### src/rtl/arbitro_memoria_pkg.sv
// Shared definitions for the two-master data-memory arbiter: FSM encodings,
// default widths and a small port-mask helper.
package arbitro_defs;

   localparam int DATA_W_DEF     = 32;
   localparam int ADDR_W_DEF     = 6;
   localparam int MEM_ADDR_W_DEF = 32;

   typedef enum logic [1:0] {
      IDLE   = 2'd0,
      ACCESS = 2'd1,
      RESP   = 2'd2
   } estado_t;

   // One-hot mask {port1, port0} for a selected port index.
   function automatic logic [1:0] port_mask(input logic sel);
      return sel ? 2'b10 : 2'b01;
   endfunction

endpackage

### src/rtl/arbitro_memoria_rr.sv
// Combinational two-way round-robin pick: a lone requester always wins,
// on a conflict the port that was not served last wins.
module rr_arbitro2 (
   input  logic i_req0,
   input  logic i_req1,
   input  logic i_last,
   output logic o_any,
   output logic o_winner
);

   always_comb begin
      o_any    = i_req0 | i_req1;
      o_winner = 1'b0;
      if (i_req0 && i_req1) begin
         o_winner = ~i_last;
      end else if (i_req1) begin
         o_winner = 1'b1;
      end
   end

endmodule

### src/rtl/arbitro_memoria.sv
// Arbiter/sequencer that serializes two masters onto the single-port data
// memory; every memory input and every read result is driven from a register.
module arbitro_memoria
   import arbitro_defs::*;
#(
   parameter int DATA_W     = DATA_W_DEF,
   parameter int ADDR_W     = ADDR_W_DEF,
   parameter int MEM_ADDR_W = MEM_ADDR_W_DEF
) (
   input  logic                  clk,
   input  logic                  rst_n,
   input  logic                  req0,
   input  logic                  req1,
   input  logic                  we0,
   input  logic                  we1,
   input  logic [ADDR_W-1:0]     addr0,
   input  logic [ADDR_W-1:0]     addr1,
   input  logic [DATA_W-1:0]     wdata0,
   input  logic [DATA_W-1:0]     wdata1,
   output logic                  gnt0,
   output logic                  gnt1,
   output logic                  rvalid0,
   output logic                  rvalid1,
   output logic [DATA_W-1:0]     rdata,
   output logic [DATA_W-1:0]     mem_dato,
   output logic [MEM_ADDR_W-1:0] mem_direccion,
   output logic                  mem_sel,
   input  logic [DATA_W-1:0]     mem_salida
);

   estado_t             r_state;
   estado_t             w_state_next;
   logic                r_owner;
   logic                w_owner_next;
   logic                r_last;
   logic                w_last_next;
   logic                r_we;
   logic                w_we_next;
   logic [ADDR_W-1:0]   r_addr;
   logic [ADDR_W-1:0]   w_addr_next;
   logic [DATA_W-1:0]   r_dato;
   logic [DATA_W-1:0]   w_dato_next;
   logic [DATA_W-1:0]   r_rdata;
   logic [DATA_W-1:0]   w_rdata_next;
   logic [1:0]          r_gnt;
   logic [1:0]          w_gnt_next;
   logic [1:0]          r_rvalid;
   logic [1:0]          w_rvalid_next;
   logic                r_sel;
   logic                w_sel_next;

   logic                w_any;
   logic                w_winner;
   logic                w_win_we;
   logic [ADDR_W-1:0]   w_win_addr;
   logic [DATA_W-1:0]   w_win_data;

   rr_arbitro2 u_rr (
      .i_req0   (req0),
      .i_req1   (req1),
      .i_last   (r_last),
      .o_any    (w_any),
      .o_winner (w_winner)
   );

   assign w_win_we   = w_winner ? we1    : we0;
   assign w_win_addr = w_winner ? addr1  : addr0;
   assign w_win_data = w_winner ? wdata1 : wdata0;

   // Next-state and next-output logic; gnt, rvalid and mem_sel are pulses,
   // so they default to zero and are raised only for the cycle they belong to.
   always_comb begin
      w_state_next  = r_state;
      w_owner_next  = r_owner;
      w_last_next   = r_last;
      w_we_next     = r_we;
      w_addr_next   = r_addr;
      w_dato_next   = r_dato;
      w_rdata_next  = r_rdata;
      w_gnt_next    = 2'b00;
      w_rvalid_next = 2'b00;
      w_sel_next    = 1'b0;

      case (r_state)
         IDLE, RESP: begin
            if (w_any) begin
               w_state_next = ACCESS;
               w_owner_next = w_winner;
               w_last_next  = w_winner;
               w_we_next    = w_win_we;
               w_addr_next  = w_win_addr;
               w_dato_next  = w_win_data;
               w_gnt_next   = port_mask(w_winner);
               w_sel_next   = w_win_we;
            end else begin
               w_state_next = IDLE;
            end
         end
         ACCESS: begin
            w_state_next = RESP;
            if (!r_we) begin
               w_rdata_next  = mem_salida;
               w_rvalid_next = port_mask(r_owner);
            end
         end
         default: begin
            w_state_next = IDLE;
         end
      endcase
   end

   always_ff @(posedge clk) begin
      if (!rst_n) begin
         r_state  <= IDLE;
         r_owner  <= 1'b0;
         r_last   <= 1'b1;
         r_we     <= 1'b0;
         r_addr   <= '0;
         r_dato   <= '0;
         r_rdata  <= '0;
         r_gnt    <= 2'b00;
         r_rvalid <= 2'b00;
         r_sel    <= 1'b0;
      end else begin
         r_state  <= w_state_next;
         r_owner  <= w_owner_next;
         r_last   <= w_last_next;
         r_we     <= w_we_next;
         r_addr   <= w_addr_next;
         r_dato   <= w_dato_next;
         r_rdata  <= w_rdata_next;
         r_gnt    <= w_gnt_next;
         r_rvalid <= w_rvalid_next;
         r_sel    <= w_sel_next;
      end
   end

   assign gnt0          = r_gnt[0];
   assign gnt1          = r_gnt[1];
   assign rvalid0       = r_rvalid[0];
   assign rvalid1       = r_rvalid[1];
   assign rdata         = r_rdata;
   assign mem_dato      = r_dato;
   assign mem_sel       = r_sel;
   assign mem_direccion = {{(MEM_ADDR_W-ADDR_W){1'b0}}, r_addr};

endmodule

### config.mk
export PLATFORM = sky130hd
export DESIGN_NAME = arbitro_memoria
export DESIGN_NICKNAME = d
export VERILOG_FILES = /design/src/rtl/arbitro_memoria_pkg.sv /design/src/rtl/arbitro_memoria_rr.sv /design/src/rtl/arbitro_memoria.sv
export SDC_FILE = /design/constraint.sdc
export NUM_CORES = 1
export LEC_CHECK = 0
export CAP_MARGIN = 5
export CORE_MARGIN = 4
export CORE_UTILIZATION = 36
export CTS_CLUSTER_SIZE = 30
export DETAILED_ROUTE_END_ITERATION = 7
export PLACE_DENSITY = 0.91
export SYNTH_ARGS = -nofsm -noshare
export SYNTH_HDL_FRONTEND = slang
export SYNTH_SLANG_ARGS = --single-unit
### constraint.sdc
create_clock -name clk -period 1.6 [get_ports clk]
set_input_delay 0.32 -clock clk [delete_from_list [all_inputs] [get_ports clk]]
set_output_delay 0.32 -clock clk [all_outputs]
set_load 0.05 [all_outputs]
==> results.sh <==
export IMPL_cts_sink_count=80
export IMPL_period_share_pct=86.18
export IMPL_hold_end="r_rvalid[0]"
export IMPL_cts_tree="done"
export IMPL_antenna_found_initial=0
export IMPL_maxSlewViolCount=0
export IMPL_gr_total_overflow=0
export IMPL_syn_inst=412
export IMPL_first_pass_iters=4
export IMPL_cp_start_kind="input port"
export IMPL_maxCapViolCount=0
export IMPL_syn_area_per_cell_um2=8.099
export IMPL_drive_gt1_share_pct=17.74
export IMPL_dp_hpwl_um=7248
export IMPL_dieArea_um2=10870
export IMPL_cts_resized=0
export IMPL_place_area_um2=5055
export IMPL_drt_wirelength_per_cell_um=13.87
export IMPL_clock_latency_ns=0.34
export IMPL_rows=34
export IMPL_track_usage_pct=17.49
export IMPL_rsz0062_at_grt="no"
export IMPL_setup_violations_final=0
export IMPL_synth_flop_cell="dfxtp_1"
export IMPL_p_per_area_nw_per_um2=999.0
export IMPL_path_class="in -> reg"
export IMPL_route_detailed_drc=0
export IMPL_vias=3362
export IMPL_skew_ns=0.006133
export IMPL_io_pins=215
export IMPL_nets=701
export IMPL_clockRootBuffer="clkbuf_8"
export IMPL_regToRegSetupSlack_ns=0.24
export IMPL_synth_seq_cells=80
export IMPL_htreeDepth=3
export IMPL_fin_ws_ns=0.2211
export IMPL_synth_yosys_seq_area_share_pct=47.99
export IMPL_cts_buffers=9
export IMPL_synth_edff_count=0
export IMPL_grt_pass1_vias=3265
export IMPL_hold_viol_final=0
export IMPL_cts_hold_buf=0
export IMPL_dp_slack_ns=-0.1095
export IMPL_status="finished clean"
export IMPL_reg2reg_from="r_state[0]"
export IMPL_cp_arrival_ns=1.65
export IMPL_routed_wl_um=9707
export IMPL_syn_area_um2=3337
export IMPL_min_period_ns=1.379
export IMPL_grt_max_degree=77
export IMPL_diodes=0
export IMPL_die_w_um=104.3
export IMPL_fp_dieH_um=104.3
export IMPL_grt_pass1_wl_um=15750
export IMPL_hold_start="r_owner"
export IMPL_ir_drop_mv=0.4654
export IMPL_cp_max_fo=38
export IMPL_postRouteAntennaNets=0
export IMPL_min_path_type="reg -> reg"
export IMPL_power_uw=5222
export IMPL_drt_iter0_markers=158
export IMPL_start_util_pct=37.71
export IMPL_post_cts_buffers=0
export IMPL_final_cell_area_um2=5228
export IMPL_p_leak_uw=0.002222
export IMPL_r2r_cells=4
export IMPL_required_ns=1.87
export IMPL_fill_cells=753
export IMPL_synth_cell_types=25
export IMPL_fin_tns_setup_ns=0
export IMPL_rr_endpoint="rdata[0]"
export IMPL_cts_clk_slew_worst_paths_ns=0.08
export IMPL_vias_per_cell=4.803
export IMPL_gp_congestion=0.7554
export IMPL_area_growth_pct=56.66
export IMPL_coreArea_um2=8848
export IMPL_place_port_buffers=188
export IMPL_fmax_mhz=725.2
export IMPL_hold_depth=1
export IMPL_synth_warnings=0
export IMPL_critPathCaptureType="register"
export IMPL_cts_buffer_depth=2
export IMPL_async_flop_share_pct=0
==> cell usage after synthesis (all sizes together) (4+ instances only) <==
master  number  area share [%]
a31oi       38             7.1
inv          4            0.45
o21ai       40             6.0
clkbuf       9             1.0
nor2         5            0.56
buf         50              10
a21boi      33             7.5
nand2      142              16
dfxtp       80              48
==> report_power, final <==
group,total (uW),switching (uW),internal [uW]
combinational,1660,1040,622
clock,1320,749,569
sequential,2240,90.8,2150
total,5220,1880,3340
==> worst max-delay path, stage by stage <==
cell and delay (ns):
clkdlybuf4s50_1 0.57, o21ba_2 0.25, buf_12 0.20, o21ai_0 0.11
a31oi_1 0.17
==> registers in the layout (all words and copies together), names as in the netlist <==
signal,cells
r_addr,6
r_we,1
r_state,2
mem_dato,32
rdata,32
r_gnt,2
mem_sel,1
r_rvalid,2
r_owner,1
r_last,1
==> cells in the final DEF (no fill, tap or decap) <==
| cell type | n |
|---|---|
| buf_12 | 8 |
| buf_2 | 1 |
| clkinv_2 | 1 |
| clkbuf_8 | 9 |
| o21ai_0 | 40 |
| nor2_1 | 5 |
| or3b_1 | 1 |
| clkdlybuf4s50_1 | 112 |
| o21ba_2 | 1 |
| and2_1 | 1 |
| nor3b_4 | 1 |
| clkinv_4 | 1 |
| a21boi_1 | 30 |
| a31oi_1 | 38 |
| a21oi_1 | 1 |
| a21boi_4 | 1 |
| conb_1 | 26 |
| a21boi_0 | 2 |
| buf_4 | 77 |
| inv_6 | 1 |
| a21bo_2 | 1 |
| o311ai_0 | 1 |
| clkbuf_1 | 1 |
| mux2i_1 | 1 |
| o22ai_1 | 1 |
| clkinvlp_4 | 3 |
| dfxtp_1 | 80 |
| nand2_1 | 142 |
| and3b_1 | 1 |
| inv_1 | 4 |
==> kinds of logic (layout without fill, tap and decap cells) <==
kind of cell           count (synthesis)  in the layout  share of synthesized area (%)
multiplexers                           1              1                         0.3000
buffers and inverters                 63            218                          11.92
flip-flops                            80             80                          47.99
AO/OA/AOI/OAI                        116            116                          21.86
AND/OR/NAND/NOR                      151            151                          17.81
other                                  1             26                         0.1124
==> final cells by class <==
class                   instances  area (um^2)  area share (%)
repair buffers                198         1864           35.66
flip-flops and latches         80         1602           30.64
well taps                     108        135.1           2.585
clock inverters                 6        45.04          0.8617
multi-input cells             294         1439           27.53
inverters                       4        15.01          0.2872
clock buffers                  10        127.6           2.441
==> through the flow <==
step / instances / util, % / hold slack [ns]
floorplan: 437 / - / 0.3916
global placement: 684 / 57.13 / 0.4409
detailed placement: 684 / 57.13 / 0.4237
CTS: 700 / 59.08 / 0.4388
global route: 700 / 59.08 / 0.4591
finish: 700 / 59.08 / 0.4409
==> metal layers <==
layer | track usage (%) | part of all wire [%]
met5 | 0 | 0
met4 | 5.508 | 1.8
met3 | 7.138 | 10
met2 | 28.60 | 45
met1 | 20.89 | 43
==> how the worst max path moves through the flow <==
stage               depth (start not counted)  slack, ns        from          end
floorplan                                   5       0.39  r_state[0]    rdata[10]
finish                                      5       0.22        req0  mem_dato[9]
global placement                            4      -0.05        req0         r_we
detailed placement                          5      -0.11        req0  mem_dato[9]
CTS                                         4       0.24  r_state[0]     rdata[0]
global route                                4       0.16  r_state[0]     rdata[0]
Note: power is estimated with default switching activity, not from simulation.
